[config.mk]
export PLATFORM = sky130hd
export DESIGN_NAME = ree_rst_sequencer_flat
export DESIGN_NICKNAME = d
export VERILOG_FILES = /design/src/rtl/ree_rst_sequencer_pkg.sv /design/src/rtl/ree_rst_sequencer_if.sv /design/src/rtl/ree_rst_sync.sv /design/src/rtl/ree_rst_sequencer.sv /design/src/flat_wrapper.sv
export SDC_FILE = /design/constraint.sdc
export NUM_CORES = 1
export LEC_CHECK = 0
export ABC_AREA = 0
export CAP_MARGIN = 5
export CELL_PAD_IN_SITES_DETAIL_PLACEMENT = 0
export CELL_PAD_IN_SITES_GLOBAL_PLACEMENT = 2
export CORE_UTILIZATION = 32
export CTS_CLUSTER_SIZE = 12
export DETAILED_ROUTE_END_ITERATION = 12
export PLACE_DENSITY_LB_ADDON = 0.1
export SLEW_MARGIN = 25
export SYNTH_ARGS = -nofsm -noshare
export SYNTH_HDL_FRONTEND = slang
export SYNTH_HIERARCHICAL = 1
export SYNTH_SLANG_ARGS = --single-unit
[constraint.sdc]
create_clock -name hclk -period 3.63 [get_ports hclk]
set_input_delay 0.726 -clock hclk [delete_from_list [all_inputs] [get_ports hclk]]
set_output_delay 0.726 -clock hclk [all_outputs]
set_load 0.02 [all_outputs]
[src/rtl/ree_rst_sequencer_pkg.sv]
// Shared REE reset sequencer definitions: state encodings, reset-cause codes
// and the AHB slave-5 control register offsets that feed this block.
package ree_rst_sequencer_pkg;

  typedef enum logic [2:0] {
    ST_HOLD     = 3'd0,
    ST_WAIT_REQ = 3'd1,
    ST_BUS_REL  = 3'd2,
    ST_RUN      = 3'd3,
    ST_QUIESCE  = 3'd4
  } ree_state_e;

  typedef enum logic [1:0] {
    CAUSE_POR = 2'd0,
    CAUSE_SW  = 2'd1,
    CAUSE_WDT = 2'd2,
    CAUSE_QTO = 2'd3
  } ree_cause_e;

  // register map of the upstream AHB slave-5 control block
  localparam logic [31:0] REE_REG_CTRL_ADDR = 32'h3000_0000;
  localparam logic [31:0] REE_REG_BOOT_ADDR = 32'h3000_0004;

endpackage

[src/rtl/ree_rst_sequencer_if.sv]
// Control-side inputs and REE-side reset/status outputs of the sequencer.
interface ree_rst_sequencer_if;
  logic        ctrl_rst_b;
  logic [31:0] ctrl_rst_addr;
  logic        wdt_rst_req;
  logic        ree_idle_ack;
  logic        ree_idle_req;
  logic        ree_bus_rst_b;
  logic        ree_core_rst_b;
  logic [31:0] ree_rst_vector;
  logic        ree_running;
  logic [1:0]  rst_cause;
  logic [7:0]  ree_rst_cnt;

  modport slave (
    input  ctrl_rst_b, ctrl_rst_addr, wdt_rst_req, ree_idle_ack,
    output ree_idle_req, ree_bus_rst_b, ree_core_rst_b, ree_rst_vector,
           ree_running, rst_cause, ree_rst_cnt
  );

  modport master (
    output ctrl_rst_b, ctrl_rst_addr, wdt_rst_req, ree_idle_ack,
    input  ree_idle_req, ree_bus_rst_b, ree_core_rst_b, ree_rst_vector,
           ree_running, rst_cause, ree_rst_cnt
  );
endinterface

[src/rtl/ree_rst_sync.sv]
// Two-flop synchroniser, async active-low reset to 0.
module ree_rst_sync (
  input  logic hclk,
  input  logic hrst_b,
  input  logic d,
  output logic q
);
  logic meta;

  always_ff @(posedge hclk or negedge hrst_b) begin
    if (!hrst_b) begin
      meta <= 1'b0;
      q    <= 1'b0;
    end else begin
      meta <= d;
      q    <= meta;
    end
  end
endmodule

[src/rtl/ree_rst_sequencer.sv]
// REE reset sequencer: minimum-width hold, bus-before-core release, quiesce
// handshake before re-assertion, watchdog override.
//   state    | meaning
//   HOLD     | both resets asserted for HOLD_CYCLES, requests ignored
//   WAIT_REQ | both resets asserted, waiting for ctrl_rst_b=1
//   BUS_REL  | bus out of reset, core held for STAGE_CYCLES
//   RUN      | REE running
//   QUIESCE  | idle requested, waiting for ack / timeout before HOLD
module ree_rst_sequencer
  import ree_rst_sequencer_pkg::*;
#(
  parameter int HOLD_CYCLES     = 16,
  parameter int STAGE_CYCLES    = 8,
  parameter int QUIESCE_TIMEOUT = 256,
  parameter int CNT_W           = 9
) (
  input  logic                 hclk,
  input  logic                 hrst_b,
  ree_rst_sequencer_if.slave   rif
);
  ree_state_e       state, state_nxt;
  logic [CNT_W-1:0] cnt, cnt_nxt;
  ree_cause_e       cause, cause_nxt;
  logic [31:0]      vector, vector_nxt;
  logic [7:0]       rst_cnt;
  logic             rst_inc;
  logic             ack_sync;

  ree_rst_sync u_ack_sync (
    .hclk   (hclk),
    .hrst_b (hrst_b),
    .d      (rif.ree_idle_ack),
    .q      (ack_sync)
  );

  always_comb begin
    state_nxt  = state;
    cnt_nxt    = cnt;
    cause_nxt  = cause;
    vector_nxt = vector;
    rst_inc    = 1'b0;
    case (state)
      ST_HOLD: begin
        cnt_nxt = cnt + 1'b1;
        if (cnt == CNT_W'(HOLD_CYCLES - 1)) state_nxt = ST_WAIT_REQ;
      end
      ST_WAIT_REQ: begin
        if (rif.ctrl_rst_b) begin
          state_nxt  = ST_BUS_REL;
          vector_nxt = rif.ctrl_rst_addr;
        end
      end
      ST_BUS_REL: begin
        cnt_nxt = cnt + 1'b1;
        // core never ran, so no quiesce is needed to abort here
        if (rif.wdt_rst_req) begin
          state_nxt = ST_HOLD;
          cause_nxt = CAUSE_WDT;
          rst_inc   = 1'b1;
        end else if (!rif.ctrl_rst_b) begin
          state_nxt = ST_HOLD;
          cause_nxt = CAUSE_SW;
          rst_inc   = 1'b1;
        end else if (cnt == CNT_W'(STAGE_CYCLES - 1)) begin
          state_nxt = ST_RUN;
        end
      end
      ST_RUN: begin
        if (rif.wdt_rst_req) begin
          state_nxt = ST_HOLD;
          cause_nxt = CAUSE_WDT;
          rst_inc   = 1'b1;
        end else if (!rif.ctrl_rst_b) begin
          state_nxt = ST_QUIESCE;
        end
      end
      ST_QUIESCE: begin
        cnt_nxt   = cnt + 1'b1;
        state_nxt = ST_HOLD;
        rst_inc   = 1'b1;
        if (rif.wdt_rst_req)                          cause_nxt = CAUSE_WDT;
        else if (ack_sync)                            cause_nxt = CAUSE_SW;
        else if (cnt == CNT_W'(QUIESCE_TIMEOUT - 1))  cause_nxt = CAUSE_QTO;
        else begin
          state_nxt = ST_QUIESCE;
          rst_inc   = 1'b0;
        end
      end
      default: state_nxt = ST_HOLD;
    endcase
    if (state_nxt != state) cnt_nxt = '0;
  end

  always_ff @(posedge hclk or negedge hrst_b) begin
    if (!hrst_b) begin
      state              <= ST_HOLD;
      cnt                <= '0;
      cause              <= CAUSE_POR;
      vector             <= '0;
      rst_cnt            <= '0;
      rif.ree_bus_rst_b  <= 1'b0;
      rif.ree_core_rst_b <= 1'b0;
      rif.ree_idle_req   <= 1'b0;
      rif.ree_running    <= 1'b0;
    end else begin
      state              <= state_nxt;
      cnt                <= cnt_nxt;
      cause              <= cause_nxt;
      vector             <= vector_nxt;
      if (rst_inc && rst_cnt != 8'hFF) rst_cnt <= rst_cnt + 1'b1;
      rif.ree_bus_rst_b  <= state_nxt inside {ST_BUS_REL, ST_RUN, ST_QUIESCE};
      rif.ree_core_rst_b <= state_nxt inside {ST_RUN, ST_QUIESCE};
      rif.ree_idle_req   <= state_nxt == ST_QUIESCE;
      rif.ree_running    <= state_nxt == ST_RUN;
    end
  end

  assign rif.ree_rst_vector = vector;
  assign rif.rst_cause      = cause;
  assign rif.ree_rst_cnt    = rst_cnt;
endmodule

[src/flat_wrapper.sv]
// flat-port wrapper written by rule: the top's interface ports become plain ports
module ree_rst_sequencer_flat import ree_rst_sequencer_pkg::*;
#(
  parameter int HOLD_CYCLES     = 16,
  parameter int STAGE_CYCLES    = 8,
  parameter int QUIESCE_TIMEOUT = 256,
  parameter int CNT_W           = 9
)
  (hclk, hrst_b, rif_ctrl_rst_b, rif_ctrl_rst_addr, rif_wdt_rst_req, rif_ree_idle_ack, rif_ree_idle_req, rif_ree_bus_rst_b, rif_ree_core_rst_b, rif_ree_rst_vector, rif_ree_running, rif_rst_cause, rif_ree_rst_cnt);
  ree_rst_sequencer_if rif_i ();
  input  logic hclk;
  input  logic hrst_b;
  input wire logic [$bits(rif_i.ctrl_rst_b)-1:0] rif_ctrl_rst_b;
  input wire logic [$bits(rif_i.ctrl_rst_addr)-1:0] rif_ctrl_rst_addr;
  input wire logic [$bits(rif_i.wdt_rst_req)-1:0] rif_wdt_rst_req;
  input wire logic [$bits(rif_i.ree_idle_ack)-1:0] rif_ree_idle_ack;
  output wire logic [$bits(rif_i.ree_idle_req)-1:0] rif_ree_idle_req;
  output wire logic [$bits(rif_i.ree_bus_rst_b)-1:0] rif_ree_bus_rst_b;
  output wire logic [$bits(rif_i.ree_core_rst_b)-1:0] rif_ree_core_rst_b;
  output wire logic [$bits(rif_i.ree_rst_vector)-1:0] rif_ree_rst_vector;
  output wire logic [$bits(rif_i.ree_running)-1:0] rif_ree_running;
  output wire logic [$bits(rif_i.rst_cause)-1:0] rif_rst_cause;
  output wire logic [$bits(rif_i.ree_rst_cnt)-1:0] rif_ree_rst_cnt;
  assign rif_i.ctrl_rst_b = rif_ctrl_rst_b;
  assign rif_i.ctrl_rst_addr = rif_ctrl_rst_addr;
  assign rif_i.wdt_rst_req = rif_wdt_rst_req;
  assign rif_i.ree_idle_ack = rif_ree_idle_ack;
  assign rif_ree_idle_req = rif_i.ree_idle_req;
  assign rif_ree_bus_rst_b = rif_i.ree_bus_rst_b;
  assign rif_ree_core_rst_b = rif_i.ree_core_rst_b;
  assign rif_ree_rst_vector = rif_i.ree_rst_vector;
  assign rif_ree_running = rif_i.ree_running;
  assign rif_rst_cause = rif_i.rst_cause;
  assign rif_ree_rst_cnt = rif_i.ree_rst_cnt;
  ree_rst_sequencer #(.HOLD_CYCLES(HOLD_CYCLES), .STAGE_CYCLES(STAGE_CYCLES), .QUIESCE_TIMEOUT(QUIESCE_TIMEOUT), .CNT_W(CNT_W)) u_core (.hclk(hclk), .hrst_b(hrst_b), .rif(rif_i));
endmodule
==> metrics, run 1 <==
hold_buf cts 0; IO Pins 83; Max Clock Skew 0.0147 ns; post-synthesis async set-or-reset flop share 100%; Slew HR 50.8%; starting density of the core about 33%; flop2flop setup slack between 1 and 1.5 ns; pwr dens ~810 nW/um^2; EDFF count, synth 0; final hold slack 0.355 ns; Hold Crit Class input pin to async pin; Final Wtd Congestion 0.726; fin. max-slew vios 0; Seq cells post-synth 60; Setup Viol. Count Final 0; area of the die a little over 8000 sq um; worst slew pin tran 0.720 ns; fin util 48.0%; Area growth syn-to-layout 45.4%; reg2reg end u_core/rif.ree_rst_cnt[1]; Max-Cap Viols 0; Setup TNS 0 ns; clock root cell clkbuf_8; CORE AREA 7690 sq um; Num CTS Buffers 9; first-pass iteration count of the detailed router 4; VDD IR max ~310 uV; reg-to-reg startpoint u_core/cnt[0]; crit-path max FO 9; Post-Synthesis Net Count 228; IO buf count 82; FF-to-FF path depth 7; Arrival @ worst endpoint 2.72 ns; Clock Sinks 60; setup bufs post-CTS 0; most frequent cell after synthesis dfrtp_1; vias per cell 4.60; global-route wire length before repair 9270 um; post-cts resize count 0; Synth Warn # 6; Synth top area share 59.2%; post-synth cell types 39; DRT iter0 DRCs 43; status finished clean; Antenna Nets Post-Route 0; DR WL/cell 14.5 um; row cnt 32; Startpoint Class input pin; H-tree Lvls 3; HPWL Detailed 3860 um; Sequential Area 1500 sq um; clk_lat worst skew 0.33 ns; via count ~1800; Total GRT Usage ~15%; CTS tree done; gr ovfl total 0; # diodes 0; fin crit share 69.1%; mapped cell area 2540 sq um; syn avg cell area ~13 sq um; Pwr Total approximately 0.0030 W; fmax 399 MHz; Syn Inst Count 188; kind of critical path input pin to register; synth top area cells dfrtp_1, mux2_2, xnor2_1, nand4_1, nor2_1; post-synth top area cell dfrtp_1; initial antenna violation count 0; synth cell count leaders dfrtp_1, mux2_2, nor2_1, nand4_1, xnor2_1; final WL 5550 um; sequential cell area fraction in the yosys report between 50 and 60%; DRC viols 0; Die X 91.0 um; fillers 736; vias in the first global route 1780; Worst Path Required 3.84 ns; Die Y 91.0 um; Fin. Hold Viols 0; design area around 3700 sq um; proportion of layout cells with a drive suffix above 1 22.0%; RSZ-0062 raised after global routing no; largest net degree at the start of global routing 42; Worst-path clk slew roughly 0.070 ns; Cell Area, Placed 3460 sq um; clock tree buffer depth 2; main flop type after synthesis dfrtp_1; CP Capture Type register; # nets final 317; fin crit period 2.51 ns; Leakage Power 1.61 nW; multi-input logic area roughly 980 sq um
-- cells by family after synthesis --
logic type	after synthesis	share of synthesized area, %
flops	60	59.2
fa+ha+maj	3	1.48
compound gates	20	6.96
buf+inv	12	2.32
mux	35	15.5
xor+xnor	12	4.14
simple gates	46	10.4
-- registers in the layout, indices dropped and copies added, names as in the netlist --
name and count:
u_core/rif.ree_rst_vector 32, u_core/cnt 9, u_core/rif.ree_rst_cnt 8, u_core/state 3, u_core/rif.rst_cause 2, u_core/rif.ree_bus_rst_b 1
u_core/rif.ree_core_rst_b 1, u_core/rif.ree_idle_req 1, u_core/rif.ree_running 1, u_core/u_ack_sync/meta 1, u_core/u_ack_sync/q 1
-- area by class of cell --
class / count / share of cell area (%)
inverter: 5 / 0.509
tap: 102 / 3.46
timing repair buffer: 85 / 22.8
clock buffer: 9 / 3.36
sequential: 60 / 40.7
multi-input combinational: 116 / 26.5
clock inverter: 7 / 2.68
-- report_power, final --
part | leakage [nW] | total, W | switching, W | internal (W)
sequential | 0.771 | 0.00109 | 0.000170 | 0.000925
combinational | 0.730 | 0.00122 | 0.000575 | 0.000649
clock | 0.110 | 0.000665 | 0.000276 | 0.000390
-- metrics by stage --
step           setup slack [ns]  std cells
6_report                   1.12        384
4_1_cts                    1.13        384
3_3_place_gp              0.831        368
2_1_floorplan              1.40        188
5_1_grt                   0.978        384
3_5_place_dp              0.767        368
-- routing by layer --
metal,wire (um),vias up,GRT usage [%]
li1,-,847,-
met1,2400,869,18.2
met2,2710,43,22.5
met3,390,6,6.70
met4,56,0,4.76
met5,0,-,0
-- how the worst max path moves through the flow --
stage | from | end | slack, ns | cells after the start
floorplan | rif_wdt_rst_req | u_core/cnt[8] | 1.40 | 6
global placement | rif_wdt_rst_req | u_core/rif.ree_rst_cnt[1] | 0.83 | 5
detailed placement | rif_wdt_rst_req | u_core/cnt[8] | 0.77 | 6
CTS | rif_wdt_rst_req | u_core/cnt[0] | 1.13 | 6
global route | rif_wdt_rst_req | u_core/cnt[0] | 0.98 | 6
finish | rif_wdt_rst_req | u_core/cnt[0] | 1.12 | 6
-- critical path, cell delays in order --
cell and delay (ns):
clkdlybuf4s50_1 0.59, or4bb_1 0.59, a2111oi_2 0.39, a2bb2oi_1 0.19
or2_4 0.17, nor2_1 0.05
-- cell usage in the layout (no fill, tap or decap), drive strengths merged, types with 3 or more instances in the layout --
| cell | count |
|---|---|
| nand4 | 8 |
| nand2 | 5 |
| or3 | 3 |
| nor2 | 12 |
| nor2b | 3 |
| clkbuf | 9 |
| a21oi | 6 |
| xor2 | 5 |
| clkdlybuf4s50 | 81 |
| mux2 | 34 |
| nand2b | 4 |
| clkinv | 3 |
| buf | 4 |
| and3 | 3 |
| dfrtp | 60 |
| inv | 6 |
| xnor2 | 7 |
| ha | 3 |
Power figures use the tool's default switching activity.
==> run 2: changes to the inputs <==
- CORE_UTILIZATION: 32 -> 30
- clock period: 3.63 -> 2.6 ns (I/O delays scaled with it)
==> run 2 against run 1 <==
Against the previous run:
- worst hold slack got worse by 0.17 ns
- clock skew decreased by 0.0052 ns
- cell area decreased by 0.27%
- global-route usage decreased by 0.46 points
- combinational power increased by 41%
==> metrics, run 2 (synthesized netlist as in run 1, its figures left out) <==
status finished clean (unchanged); first-pass iteration count of the detailed router 4 (unchanged); IO Pins 83 (unchanged); HPWL Detailed 3780 um (was 3860 um); fin crit period 2.09 ns; critical path's slowest cell or4bb_1 (was clkdlybuf4s50_1); Startpoint Class input pin (unchanged); DRT iter0 DRCs 36 (was 43); Setup Viol. Count Final 0 (unchanged); Total GRT Usage 14.1% (was 14.6%); CP Buf/Inv Count 1 (unchanged); Die X 93.9 um (was 91.0 um); Hold Crit Class input pin to async pin (unchanged); cell family with most CP delay simple AND/OR/NAND/NOR gates (unchanged); vias per cell 4.52 (was 4.60); most frequent cells in the layout clkdlybuf4s50_1, dfrtp_1, mux2_2, nor2_1, clkbuf_8 (unchanged); CORE AREA 8220 sq um (was 7690 sq um); Final Wtd Congestion 0.676 (was 0.726); reg-to-reg startpoint u_core/cnt[3] (was u_core/cnt[0]); Area growth syn-to-layout 45.0% (was 45.4%); clk_lat worst skew 0.33 ns (about the same); # diodes 0 (unchanged); Antenna Nets Post-Route 0 (unchanged); CTS tree done (unchanged); final cell count without fillers 389 (was 384); Max-Cap Viols 0 (unchanged); proportion of layout cells with a drive suffix above 1 22.2% (was 22.0%); crit path from rif_ctrl_rst_b (was rif_wdt_rst_req); slowest stage delay, CP 0.51 ns (was 0.59 ns); crit-path max FO 5 (was 9); placed cell count 375 (was 368); final hold slack 0.180 ns (was 0.355 ns); RSZ-0062 raised after global routing no (unchanged); post-cts resize count 0 (unchanged); DRC viols 0 (unchanged); worst slew pin tran 0.369 ns (was 0.720 ns); pwr dens 1080 nW/um^2 (was 809 nW/um^2); Cell Chain, Critical Path clkdlybuf4s50_1, or4bb_1, a2111oi_2, a2bb2oi_1, or2_4, nor2_1 (unchanged); Worst-path clk slew 0.06 ns (was 0.07 ns); vias in the first global route 1892 (was 1780); global-route wire length before repair 9250 um (was 9270 um); area of the die 8830 sq um (was 8290 sq um); Place WS 0.155 ns (was 0.767 ns); post-route setup slack 0.510 ns (was 1.12 ns); Die Y 93.9 um (was 91.0 um); Arrival @ worst endpoint 2.30 ns (was 2.72 ns); H-tree Lvls 3 (unchanged); row cnt 33 (was 32); DR WL/cell 14.2 um (was 14.5 um); kind of critical path input pin to register (unchanged); fillers 780 (was 736); Num CTS Buffers 9 (unchanged); Leakage Power 1.61 nW (about the same); VDD IR max 583 uV (was 312 uV); fin crit share 80.4%; most common cell after layout, fill and taps aside clkdlybuf4s50_1 (unchanged); clock root cell clkbuf_8 (unchanged); Fin. Hold Viols 0 (unchanged); # nets final 321 (was 317); Slew HR 74.8% (was 50.8%); Max Clock Skew 0.00954 ns (was 0.0147 ns); Clock Sinks 60 (unchanged); final WL 5530 um (was 5550 um); clock tree buffer depth 2 (unchanged); setup bufs post-CTS 0 (unchanged); number of flip-flops in the largest register 32 (unchanged); via count 1757 (was 1765); CP Capture Type register (unchanged); starting density of the core 30.9% (was 33.0%); Setup TNS 0 ns (unchanged); fin. max-slew vios 0 (unchanged); hold_buf cts 0 (unchanged); initial antenna violation count 0 (unchanged); Worst Path Required 2.81 ns (was 3.84 ns); gr ovfl total 0 (unchanged); largest net degree at the start of global routing 61 (was 42); fmax 478 MHz; IO buf count 82 (unchanged)
run 2: power by group:
group / leakage (nW) / switching, W / internal (W)
Combinational: 0.757 / 0.000799 / 0.000926
Sequential: 0.771 / 0.000245 / 0.00129
Clock: 0.0848 / 0.000343 / 0.000356
Total: 1.61 / 0.00139 / 0.00257
run 2: worst paths after layout:
kind	end	cells past startpoint	slack, ns
min reg2reg	u_core/u_ack_sync/q	0	0.35
min in group hclk	u_core/u_ack_sync/q	0	0.35
max	u_core/cnt[0]	6	0.51
max reg2reg	u_core/rif.ree_rst_cnt[1]	8	0.57
min	u_core/cnt[7]	2	0.18
max in group asynchronous	u_core/rif.ree_rst_vector[6]	2	2.14
run 2: layer usage:
metal  GRT usage [%]  vias up  wire length [um]
li1                -      847                 -
met2            21.0       46              2620
met4            6.15        0                57
met1            17.3      859              2440
met3            6.80        5               420
met5               0        -                 0
run 2: area by class of cell:
type / instances / area (sq um) / share of cell area, %
clock buffers: 11 / 141 / 3.84
clock inverters: 3 / 15.0 / 0.408
inverters: 5 / 18.8 / 0.510
multi-input cells: 116 / 976 / 26.5
flip-flops and latches: 60 / 1500 / 40.8
well taps: 105 / 131 / 3.57
repair buffers: 89 / 893 / 24.3
run 2: through the flow:
step	cell area (sq um)	power (W)	util, %
global placement	3520	0.00330	42.9
floorplan	2540	0.00247	-
global route	3680	0.00425	44.8
finish	3680	0.00396	44.8
CTS	3680	0.00403	44.8
detailed placement	3520	0.00329	42.9
run 2: worst reg2reg max path, cell delays in order (launching register included):
cell	delay (ns)
dfrtp_1	0.45
and3_1	0.21
nand2_1	0.09
nor2_1	0.13
ha_1	0.24
nor3_2	0.10
a311oi_2	0.19
buf_4	0.19
mux2_2	0.33
==> run 3: changes to the inputs <==
- clock period: 2.6 -> 2.04 ns (I/O delays scaled with it)
==> run 3 against run 2 <==
Against the previous run:
- register-to-register slack worse by 0.47 ns
- count of clock-buffer cells in the layout decreased by 1
- highest routed layer unchanged
- via count is 5.2% higher
- worst setup slack got worse by 0.43 ns
- critical path depth did not move
- global-route usage increased by 0.92 points
- final cell count increased by 4.1%
- flip-flop and latch count unchanged
==> metrics, run 3 (synthesized netlist as in run 1, its figures left out) <==
crit-path max FO 5 (unchanged); fin. max-slew vios 0 (unchanged); DRT iter0 DRCs 48 (was 36); # nets final 335 (was 321); CTS tree done (unchanged); most common cell after layout, fill and taps aside clkdlybuf4s50_1 (unchanged); reg-to-reg startpoint u_core/cnt[3] (unchanged); DR WL/cell 14.8 um (was 14.2 um); Routed met1 length 2690 um (was 2440 um); largest net degree at the start of global routing 33 (was 61); proportion of layout cells with a drive suffix above 1 28.3% (was 22.2%); global-route wire length before repair 9900 um (was 9250 um); clock root cell clkbuf_8 (unchanged); design area 3850 sq um (was 3680 sq um); initial antenna violation count 0 (unchanged); starting density of the core 30.9% (unchanged); pwr dens 1400 nW/um^2 (was 1080 nW/um^2); Setup TNS 0 ns (unchanged); HPWL Detailed 4210 um (was 3780 um); first-pass iteration count of the detailed router 5 (was 4); CORE AREA 8220 sq um (unchanged); Hold Crit Class input pin to async pin (unchanged); IO Pins 83 (unchanged); Final Wtd Congestion 0.726 (was 0.676); Area growth syn-to-layout 52.0% (was 45.0%); CP Capture Type register (unchanged); flop2flop setup slack 0.10 ns (was 0.57 ns); Die Y 93.9 um (unchanged); Startpoint Class input pin (unchanged); row cnt 33 (unchanged); met3 routed WL 430 um (was 420 um); VDD IR max 671 uV (was 583 uV); IO buf count 82 (unchanged); Slew HR 71.6% (was 74.8%); met2 wire len 2800 um (was 2620 um); Pwr Total 0.00541 W (was 0.00396 W); most frequent cells in the layout clkdlybuf4s50_1, dfrtp_1, mux2_2, buf_4, nor2_1 (was clkdlybuf4s50_1, dfrtp_1, mux2_2, nor2_1, clkbuf_8); Fin. Hold Viols 0 (unchanged); top sig layer met4 (unchanged); Clock Sinks 60 (unchanged); Max-Cap Viols 0 (unchanged); hold_buf cts 0 (unchanged); DRC viols 0 (unchanged); status finished clean (unchanged); fmax around 500 MHz; vias in the first global route 1938 (was 1892); kind of critical path input pin to register (unchanged); Die X 93.9 um (unchanged); number of flip-flops in the largest register 32 (unchanged); Worst Path Required 2.26 ns (was 2.81 ns); area of the die 8830 sq um (unchanged); Total GRT Usage 15.1% (was 14.1%); # diodes 0 (unchanged); Cell Area, Placed 3620 sq um (was 3520 sq um); clk_lat worst skew 0.34 ns (was 0.33 ns); Num CTS Buffers 9 (unchanged); Leakage Power 1.70 nW (was 1.61 nW); fin crit share 95.9%; fin util 46.9% (was 44.8%); vias per cell 4.57 (was 4.52); via count 1849 (was 1757); Setup Viol. Count Final 0 (unchanged); final WL 6000 um (was 5530 um); Arrival @ worst endpoint 2.17 ns (was 2.30 ns); FF-to-FF path depth 8 (unchanged); fin crit period ~2 ns; H-tree Lvls 3 (unchanged); reg2reg end u_core/rif.ree_rst_cnt[1] (unchanged); Worst-path clk slew 0.07 ns (was 0.06 ns); worst slew pin tran 0.426 ns (was 0.369 ns); Max Clock Skew 0.0123 ns (was 0.00954 ns); gr ovfl total 0 (unchanged); clock tree buffer depth 2 (unchanged); Antenna Nets Post-Route 0 (unchanged)
==> run 3: cell type report <==
class,count,area [sq um]
fill,769,4360
clock buffer,10,138
clock inverter,6,63.8
inverter,5,18.8
multi-input combinational,116,1000
sequential,60,1500
tap,105,131
timing repair buffer,103,998
==> run 3: metal layers <==
| layer | track usage, % | up-vias |
|---|---|---|
| met3 | 7.61 | 8 |
| li1 | - | 884 |
| met1 | 19.0 | 912 |
| met4 | 5.00 | 0 |
| met2 | 22.1 | 45 |
| met5 | 0 | - |
==> run 3: worst max-delay path by stage <==
stage | from | to | cells after the start | slack, ns
finish | rif_ctrl_rst_b | u_core/cnt[0] | 6 | 0.08
global route | rif_ctrl_rst_b | u_core/cnt[0] | 6 | -0.001
CTS | u_core/state[1] | u_core/cnt[0] | 6 | 0.04
detailed placement | rif_ctrl_rst_b | u_core/cnt[0] | 6 | -0.31
global placement | rif_ctrl_rst_b | u_core/cnt[1] | 6 | -0.25
floorplan | u_core/cnt[0] | u_core/rif.ree_rst_cnt[1] | 7 | 0.08
==> run 3: critical path, cell delays in order <==
cell and delay (ns):
clkdlybuf4s50_1 0.47, or4bb_4 0.55, a2111oi_4 0.37, a2bb2oi_2 0.16, or2_4 0.16, nor2_1 0.05
==> run 3: through the flow <==
stage	hold slack [ns]	instances	setup slack, ns
3_3_place_gp	0.354	388	-0.254
5_1_grt	0.0165	405	-0.00117
4_1_cts	0.00241	404	0.0391
3_5_place_dp	0.348	388	-0.310
2_1_floorplan	0.112	188	0.0826
6_report	0.000347	405	0.0841
==> run 3: where the power goes <==
part	switching [W]	internal, W	leakage, nW	total [W]
Combinational	0.00110	0.00127	0.832	0.00238
Clock	0.000494	0.000595	0.0983	0.00109
Sequential	0.000289	0.00165	0.768	0.00194
Total	0.00189	0.00352	1.70	0.00541
==> run 3: repair_timing <==
| item | CTS | global route |
|---|---|---|
| gates resized for setup | 1 | 5 |
| setup endpoints to repair | 1 | 13 |
| gates cloned | 0 | 0 |
| setup buffers | 0 | 1 |
| pin swaps | 0 | 2 |
| hold endpoints to repair | 0 | 0 |
